**src/rtl/seq_pkg.sv**
```systemverilog
// -----------------------------------------------------------------------------
// seq_pkg
// Shared definitions for the serial pattern detector:
//   - one-hot FSM state encoding (IDLE / SCAN / DONE)
//   - legal parameter range limits
//   - cnt_width(): bits needed to hold the values 0..n
// -----------------------------------------------------------------------------
package seq_pkg;

  typedef enum logic [2:0] {
    ST_IDLE = 3'b001,
    ST_SCAN = 3'b010,
    ST_DONE = 3'b100
  } state_e;

  localparam int DATA_W_MIN = 2;
  localparam int DATA_W_MAX = 32;
  localparam int PAT_W_MIN  = 2;

  // Width able to represent every value from 0 up to and including n.
  function automatic int cnt_width(input int n);
    return $clog2(n + 1);
  endfunction

endpackage

```
**src/rtl/seq_shift_match.sv**
```systemverilog
// -----------------------------------------------------------------------------
// seq_shift_match
// Bit-serial window matcher. Keeps the last PAT_W-1 scanned bits (hist) and
// a saturating count of how many valid bits the history holds (fill). The
// incoming bit completes a PAT_W-bit window {hist, bit_in}; a hit is reported
// when that window is fully populated and equals the pattern.
//
// Ports:
//   clk, rst_n  clock, asynchronous active-low reset
//   clr         clear history and fill (start of a new scan)
//   en          consume bit_in this cycle
//   bit_in      current scanned bit
//   pat         pattern, bit PAT_W-1 is the earliest bit in time
//   ovl         1 = overlapping hits, 0 = restart fill after each hit
//   hit         combinational: window {hist, bit_in} is full and matches pat
// -----------------------------------------------------------------------------
module seq_shift_match
  import seq_pkg::*;
#(
  parameter int PAT_W = 4
) (
  input  logic             clk,
  input  logic             rst_n,
  input  logic             clr,
  input  logic             en,
  input  logic             bit_in,
  input  logic [PAT_W-1:0] pat,
  input  logic             ovl,
  output logic             hit
);

  localparam int FILL_W = cnt_width(PAT_W);

  logic [PAT_W-2:0]  hist_q, hist_d;
  logic [FILL_W-1:0] fill_q, fill_d;
  logic [PAT_W-1:0]  window;

  assign window = {hist_q, bit_in};

  // fill_q >= PAT_W-1 is the same as "fill+1 >= PAT_W": with the incoming bit
  // the window holds PAT_W valid bits.
  assign hit = (fill_q >= FILL_W'(PAT_W - 1)) && (window == pat);

  always_comb begin
    // NOTE: every variable gets a default at the top of always_comb so no
    // path leaves it unassigned, which would otherwise infer a latch.
    hist_d = hist_q;
    fill_d = fill_q;
    if (clr) begin
      hist_d = '0;
      fill_d = '0;
    end else if (en) begin
      hist_d = window[PAT_W-2:0];
      // Non-overlapping mode forgets the history by emptying fill; the stale
      // hist bits are harmless because no hit is possible until fill refills.
      if (hit && !ovl) begin
        fill_d = '0;
      end else if (fill_q != FILL_W'(PAT_W)) begin
        fill_d = fill_q + FILL_W'(1);
      end
    end
  end

  // NOTE: sequential state uses non-blocking (<=) so every flop samples the
  // pre-edge value of its inputs, independent of statement order.
  always_ff @(posedge clk or negedge rst_n) begin
    if (!rst_n) begin
      hist_q <= '0;
      fill_q <= '0;
    end else begin
      hist_q <= hist_d;
      fill_q <= fill_d;
    end
  end

endmodule

```
**src/rtl/seq_detect_param.sv**
```systemverilog
// -----------------------------------------------------------------------------
// seq_detect_param
// Serial pattern detector for switch words. A start pulse snapshots data,
// pattern and overlap mode, then the word is scanned MSB-first, one bit per
// clock. Hits are counted and the scan index of the first hit is recorded.
// Changing data during a scan aborts it; start at any time restarts.
//
// Ports:
//   clk, rst_n  clock, asynchronous active-low reset
//   start       one-cycle pulse, begins (or restarts) a scan
//   data        word to scan, bit DATA_W-1 scanned first
//   pattern     pattern, bit PAT_W-1 earliest in time
//   overlap     1 = overlapping hits, 0 = history cleared after each hit
//   busy        high while scanning
//   done        one-cycle pulse after a scan completes normally
//   match       at least one hit in the current / last completed scan
//   match_cnt   number of hits
//   first_pos   scan index (0 = MSB) of the last bit of the first hit
// -----------------------------------------------------------------------------
module seq_detect_param
  import seq_pkg::*;
#(
  parameter  int DATA_W = 8,
  parameter  int PAT_W  = 4,
  localparam int CNT_W  = cnt_width(DATA_W)
) (
  input  logic              clk,
  input  logic              rst_n,
  input  logic              start,
  input  logic [DATA_W-1:0] data,
  input  logic [PAT_W-1:0]  pattern,
  input  logic              overlap,
  output logic              busy,
  output logic              done,
  output logic              match,
  output logic [CNT_W-1:0]  match_cnt,
  output logic [CNT_W-1:0]  first_pos
);

  if (DATA_W < DATA_W_MIN || DATA_W > DATA_W_MAX ||
      PAT_W < PAT_W_MIN || PAT_W > DATA_W) begin : g_bad_params
    $fatal(1, "seq_detect_param: DATA_W must be 2..32 and PAT_W 2..DATA_W");
  end

  state_e            state_q, state_d;
  logic [DATA_W-1:0] data_q, data_d;
  logic [PAT_W-1:0]  pat_q, pat_d;
  logic              ovl_q, ovl_d;
  logic [CNT_W-1:0]  idx_q, idx_d;
  logic              match_q, match_d;
  logic [CNT_W-1:0]  cnt_q, cnt_d;
  logic [CNT_W-1:0]  first_q, first_d;
  logic              done_q, done_d;

  logic              sm_clr, sm_en, sm_hit;
  logic [DATA_W-1:0] scan_word;
  logic              scan_bit;

  // Shifting left by idx keeps the current bit at the MSB without an
  // index that could fall out of range once idx has run past the word.
  assign scan_word = data_q << idx_q;
  assign scan_bit  = scan_word[DATA_W-1];

  seq_shift_match #(
    .PAT_W (PAT_W)
  ) u_shift_match (
    .clk    (clk),
    .rst_n  (rst_n),
    .clr    (sm_clr),
    .en     (sm_en),
    .bit_in (scan_bit),
    .pat    (pat_q),
    .ovl    (ovl_q),
    .hit    (sm_hit)
  );

  // State and datapath registers.
  always_ff @(posedge clk or negedge rst_n) begin
    if (!rst_n) begin
      state_q <= ST_IDLE;
      data_q  <= '0;
      pat_q   <= '0;
      ovl_q   <= 1'b0;
      idx_q   <= '0;
      match_q <= 1'b0;
      cnt_q   <= '0;
      first_q <= '0;
      done_q  <= 1'b0;
    end else begin
      state_q <= state_d;
      data_q  <= data_d;
      pat_q   <= pat_d;
      ovl_q   <= ovl_d;
      idx_q   <= idx_d;
      match_q <= match_d;
      cnt_q   <= cnt_d;
      first_q <= first_d;
      done_q  <= done_d;
    end
  end

  // Next-state and datapath update.
  always_comb begin
    state_d = state_q;
    data_d  = data_q;
    pat_d   = pat_q;
    ovl_d   = ovl_q;
    idx_d   = idx_q;
    match_d = match_q;
    cnt_d   = cnt_q;
    first_d = first_q;
    sm_clr  = 1'b0;
    sm_en   = 1'b0;

    if (start) begin
      // Start wins over everything, including a simultaneous data change.
      state_d = ST_SCAN;
      data_d  = data;
      pat_d   = pattern;
      ovl_d   = overlap;
      idx_d   = '0;
      match_d = 1'b0;
      cnt_d   = '0;
      first_d = '0;
      sm_clr  = 1'b1;
    end else begin
      unique case (state_q)
        ST_IDLE: state_d = ST_IDLE;
        ST_SCAN: begin
          if (data != data_q) begin
            // Switches moved under us: abandon the scan and its results.
            state_d = ST_IDLE;
            match_d = 1'b0;
            cnt_d   = '0;
            first_d = '0;
          end else begin
            sm_en = 1'b1;
            if (sm_hit) begin
              match_d = 1'b1;
              cnt_d   = cnt_q + CNT_W'(1);
              if (cnt_q == '0) first_d = idx_q;
            end
            idx_d = idx_q + CNT_W'(1);
            if (idx_q == CNT_W'(DATA_W - 1)) state_d = ST_DONE;
          end
        end
        ST_DONE: state_d = ST_IDLE;
        default: state_d = ST_IDLE;
      endcase
    end
  end

  // Outputs. done is registered from the DONE state, so it appears
  // DATA_W+1 clocks after the edge that sampled start.
  always_comb begin
    busy   = (state_q == ST_SCAN);
    done_d = (state_q == ST_DONE);
  end

  assign done      = done_q;
  assign match     = match_q;
  assign match_cnt = cnt_q;
  assign first_pos = first_q;

endmodule

```
**config.mk**
```make
export PLATFORM = sky130hd
export DESIGN_NAME = seq_detect_param
export DESIGN_NICKNAME = d
export VERILOG_FILES = /design/src/rtl/seq_pkg.sv /design/src/rtl/seq_shift_match.sv /design/src/rtl/seq_detect_param.sv
export SDC_FILE = /design/constraint.sdc
export NUM_CORES = 1
export LEC_CHECK = 0
export BUFFER_PORTS_ARGS = -buffer_cell sky130_fd_sc_hd__buf_2
export CAP_MARGIN = 20
export CORE_MARGIN = 2
export CORE_UTILIZATION = 56
export CTS_CLUSTER_SIZE = 24
export DETAILED_ROUTE_END_ITERATION = 8
export MAX_ROUTING_LAYER = met4
export PLACE_DENSITY = 0.78
export SETUP_SLACK_MARGIN = 0.02
export SLEW_MARGIN = 20
export SYNTH_ARGS = -nofsm -noshare
export SYNTH_HDL_FRONTEND = slang
export SYNTH_HIERARCHICAL = 1
export SYNTH_SLANG_ARGS = --single-unit
```
**constraint.sdc**
```tcl
create_clock -name clk -period 3.9 [get_ports clk]
set_input_delay 0.39 -clock clk [delete_from_list [all_inputs] [get_ports clk]]
set_output_delay 0.39 -clock clk [all_outputs]
set_load 0.05 [all_outputs]
```
Word level (Yosys, flattened, before mapping)
Index checks and enable logic that the tools add are counted.
Widths: inputs -> output; s select.
{"block": "word_totals", "ff_bits": 36, "input_bits": 16}
{"block": "classes", "addsub": 3, "n_lt_le_gt_ge": 1, "eq_ne": 8, "n_shift": 1, "n_mux": 30, "n_reduce_logical": 13}
{"op": "$mux 4", "count": 12}
{"op": "$mux 3", "count": 10}
{"op": "$reduce_bool 3->1", "count": 3}
{"op": "$add 4x1->4 const B", "count": 2}
{"op": "$mux 1", "count": 8}
{"op": "$ne 8x8->1", "count": 1}
{"op": "$shl 8x4->8", "count": 1}
{"op": "$reduce_and 2->1", "count": 3}
{"op": "$eq 4x3->1 const B", "count": 1}
{"op": "$eq 4x4->1", "count": 1}
{"op": "$logic_not 4->1", "count": 1}
{"op": "$ne 4x2->1 const B", "count": 1}
{"op": "$reduce_bool 2->1", "count": 2}
{"op": "$add 3x1->3 const B", "count": 1}
{"op": "$eq 3x2->1 const B", "count": 1}
{"op": "$eq 3x3->1 const B", "count": 1}
{"op": "$ge 3x2->1 const B", "count": 1}
{"op": "$ne 3x3->1 const B", "count": 1}
{"op": "$reduce_and 3->1", "count": 1}
{"op": "$logic_and 1x1->1", "count": 2}
{"op": "$ne 2x2->1 const B", "count": 1}
{"op": "$logic_not 1->1", "count": 1}

Longest topological paths before layout
{"block": "logic_depth", "word_depth": 7, "depth_mapped": 12, "ltp_nobuf": 10}

Hierarchy
Netlist, hierarchy kept.
{"mod": "seq_detect_param", "n_inst": 1, "cells_per_inst": 133, "area_per_inst_um2": 1505.2}
{"mod": "seq_shift_match", "n_inst": 1, "cells_per_inst": 36, "area_per_inst_um2": 410.4}

Worst setup path after synthesis
Ideal clock, no wire load.
{"block": "synth_path", "path_type": "reg-to-reg", "from": "register idx_q[0]", "to": "register first_q[0], in the netlist first_pos[0]", "arrival_time_ns": 2.990, "t_required_ns": 3.817, "path_slack_ns": 0.827, "stages_incl_launch_ff": 13, "cell_sequence": "dfrtp_1 -> mux4_2 -> mux2i_1 -> nor2_1 -> xor2_1 -> nor3_2 -> nor3b_1 -> clkbuf_1 -> nand2_1 -> or4_1 -> buf_2 -> or3_4 -> o22ai_1"}
{"block": "synth_via", "elab_chain_cells": 5, "elab_cells_between_ends": 10, "classes_between": "eq/ne (1); shift (1); mux (5); reduce/logical (3)"}
{"element": "start: declaration", "line_no": "seq_detect_param.sv:49", "text": "logic [CNT_W-1:0] idx_q, idx_d;"}
{"element": "start signal: assignment", "line_no": "seq_detect_param.sv:94", "text": "idx_q <= idx_d;"}
{"element": "$shl 8x4->8", "line_no": "seq_detect_param.sv:61", "text": "assign scan_word = data_q << idx_q;"}
{"element": "via scan_word[7]", "line_no": "seq_detect_param.sv:56", "text": "logic [DATA_W-1:0] scan_word;"}
{"element": "$eq 4x4->1", "line_no": "seq_shift_match.sv:42", "text": "assign hit = (fill_q >= FILL_W'(PAT_W - 1)) && (window == pat);"}
{"element": "$logic_and 1x1->1", "line_no": "seq_shift_match.sv:42"}
{"element": "via sm_hit", "line_no": "seq_detect_param.sv:55", "text": "logic sm_clr, sm_en, sm_hit;"}
{"element": "$reduce_bool 3->1 (no source line)"}
{"element": "$reduce_and 3->1 (no source line)"}
{"element": "end signal: assignment", "line_no": "seq_detect_param.sv:97", "text": "first_q <= first_d;"}
{"element": "end: declaration", "line_no": "seq_detect_param.sv:52", "text": "logic [CNT_W-1:0] first_q, first_d;"}
The timed path passes the listed nets, and every way through them passes these cells. The select of a mux whose other input is x is not followed.
A chain may end at the register's enable or synchronous reset.

Final worst setup path
{"block": "layout_path", "from": "register idx_q[0]", "to": "register first_q[1], in the netlist first_pos[1]"}
The elaborated chain is that of the path after synthesis.

==> out/qor.yml <==
drt:
  wl_um: 3780
  vias: 1385
  drt_iter0_markers: 80
  ant_nets: 0
  wire_per_inst_um: 15.6
  drcViolationCount: 0
  drt-pass1-iter-count: 4
  via_per_inst: 5.72
worst_setup_path:
  critPathSlowestCell: "mux4_2"
  cp.required_ps: 4160
  worst_setup_path_start_kind: "flop"
  r2r_setup_slack_ps: 570
  crit_path_end_kind: "flop"
  cp.arrival_ps: 3590
  path_buf_inv: 1
  path_max_fanout: 8
  r2r-start: "idx_q[0]$_DFFE_PN0P_"
  cp_num_cells: 11
  worstReg2RegEnd: "first_pos[1]$_DFFE_PN0P_"
  crit_chain: "mux4_2, mux2i_1, nor2_1, xor2_1, nor3_2, nor3b_1, buf_4, nand2_1, or4_1, or3_4, o22ai_1"
  path_delay_family: "simple AND/OR/NAND/NOR gates"
  reg2regPathDepth: 11
  critPathCapture: "first_pos[1]$_DFFE_PN0P_"
  critPathLaunch: "idx_q[0]$_DFFE_PN0P_"
  critical-path-max-stage-delay_ps: 530
  path_class: "flop to flop"
pwr:
  irDropWorstVdd_mv: 0.236
  powerDensity_nw_per_um2: 314
  finalPower_uw: 668
  power_leakage_nw: 0.907
global_routing:
  grt_pass1_vias: 1435
  antenna_found_initial: 0
  track_usage_pct: 22.1
  grt_overflow: 0
  grt_first_pass_wirelength_um: 6560
  grt_max_degree: 41
clock_tree:
  clk_pin_slew_worst_paths_ps: 110
  root_buffer: "clkbuf_4"
  clockBufferDepth: 2
  cts_sinks: 36
  cts_buffers: 5
  holdBufCountCts: 0
  worst_skew_pair.late_latency_ps: 350
  cts_tree: "built"
  cts_resized: 0
  cts_htree_levels: 2
  cts_setup_buffers: 0
sta:
  drv_slew: 0
  holdWs_ps: 120
  post-route-min-period_ps: 3330
  finalCritPeriodShare_pct: 85.3
  fmax_mhz: 300
  fin_setup_tns_ps: 0
  rsz0062_at_grt: "false"
  setup_viol: 0
  max-slew-margin-rel_pct: 46.5
  worstMarginPinSlew_ps: 802
  skew_ps: 8.75
  hold_viol_final: 0
synthesis:
  syn_inst: 169
  synth_top_cell_by_area: "dfrtp_1"
  synth_cell_types: 42
  synth_seq_cells: 36
  yosysSeqAreaShare_pct: 47.1
  netlist_top_cells_area: "dfrtp_1 (46%), mux2_2 (8.2%), mux2i_1 (4.2%)"
  netlist_area_um2: 1920
  synthArstFlopShare_pct: 100
  synth_top_area_share_pct: 45.7
  syn_area_per_cell_um2: 11.3
  syn_nets: 191
  ys.flop_type: "dfrtp_1"
  synth-edff-count: 0
  yosys_warnings: 6
die:
  rows: 21
  die_x_um: 62.5
  coreArea_um2: 3310
  pin_count: 27
  die_h_um: 62.5
  start_util_pct: 57.9
  dieArea_um2: 3900
finish:
  drive_gt1_share_pct: 29.6
  final_util_pct: 64.2
  diodes: 0
  area_delta_synth_final_pct: 11.0
  ff_latch_area_um2: 902
  fill_cells: 282
  multi_input_area_um2: 952
  nets: 218
placement:
  place.port_buffers: 26
  gp_congestion: 0.875
  dp_hpwl_um: 2740
hold_path:
  hold_class: "primary input to asynchronous set/reset pin"
run:
  drv_cap: 0
run_status:
  status: "finished, final reports clean"
==> flip-flops by register name, indices dropped and copies added (netlist names), 3 cells and up <==
signal,flops
data_q,8
first_pos,4
idx_q,4
match_cnt,4
pat_q,4
state_q,3
u_shift_match/fill_q,3
u_shift_match/hist_q,3
==> kinds of logic after synthesis <==
kind of cell	count (synthesis)	synth area share [%]
muxes	24	14.8
and+or+nand+nor	55	17.2
xor gates and xnor gates	13	5.94
adders and majority gates	6	3.92
DFF	36	47.1
buffers and inverters	14	3.20
AOI/OAI and AO/OA	21	7.90
==> cells in the final DEF, fill, tap and decap left out, types with 5 or more instances in the layout <==
cell type and n:
nor2_1 8, nor3_1 6, dfrtp_1 35, xnor2_1 9, buf_2 26, clkbuf_4 5
inv_1 6, a21oi_1 7, ha_1 6, mux2i_1 8, mux2_2 14, nand2_1 9
nand4_1 5
==> report_power, final <==
part,internal [mW],switching (mW),leakage (nW)
combinational,0.0366,0.0431,0.411
clock,0.0664,0.121,0.0281
sequential,0.388,0.0131,0.468
==> cells in the mapped netlist (2+ instances only) <==
library cell  number
dfrtp_1           35
mux2_2            14
nand2_1            9
xnor2_1            9
mux2i_1            8
nor2_1             8
a21oi_1            7
clkbuf_1           6
ha_1               6
inv_1              6
nor3_1             6
nand4_1            5
nand2b_1           4
nand3b_1           4
o22ai_1            4
xor2_1             4
a211oi_1           3
nor3b_1            3
and4_1             2
mux4_2             2
nor2b_1            2
o211ai_1           2
==> metrics by stage <==
stage,setup slack (ps),area [um2],std cells
4_1_cts,561,2130,242
5_1_grt,348,2130,242
3_5_place_dp,595,2080,235
2_1_floorplan,827,1920,169
6_report,572,2130,242
3_3_place_gp,745,2080,235
==> area by class of cell <==
| cell class | count | share of cell area, % |
|---|---|---|
| inverter | 6 | 1.06 |
| clock inverter | 1 | 0.235 |
| sequential | 36 | 42.4 |
| timing repair buffer | 28 | 6.83 |
| tap | 46 | 2.71 |
| clock buffer | 6 | 1.94 |
| multi-input combinational | 119 | 44.8 |
==> worst register-to-register path, stage by stage, from the launching register on <==
cell and delay (ps):
dfrtp_1 490, mux4_2 530, mux2i_1 170, nor2_1 90
xor2_1 160, nor3_2 260, nor3b_1 230, buf_4 180
nand2_1 50, or4_1 520, or3_4 390, o22ai_1 200
==> worst min path at each step <==
stage / to / slack, ps / startpoint
after floorplan: data_q[0]$_DFFE_PN0P_ / 90 / rst_n
after global placement: done$_DFF_PN0_ / 440 / state_q[1]$_DFFE_PN0P_
after detailed placement: done$_DFF_PN0_ / 460 / state_q[1]$_DFFE_PN0P_
after CTS: state_q[2]$_DFFE_PN0P_ / 140 / rst_n
after global routing: idx_q[1]$_DFFE_PN0P_ / 160 / rst_n
final: idx_q[1]$_DFFE_PN0P_ / 120 / rst_n
==> routing by layer <==
| metal | share of wire (%) | global-route usage [%] |
|---|---|---|
| met1 | 41 | 25.7 |
| met4 | 1.3 | 6.67 |
| met3 | 5.7 | 6.13 |
| met5 | 0 | - |
| met2 | 52 | 37.4 |
(Power assumes the default switching activity.)
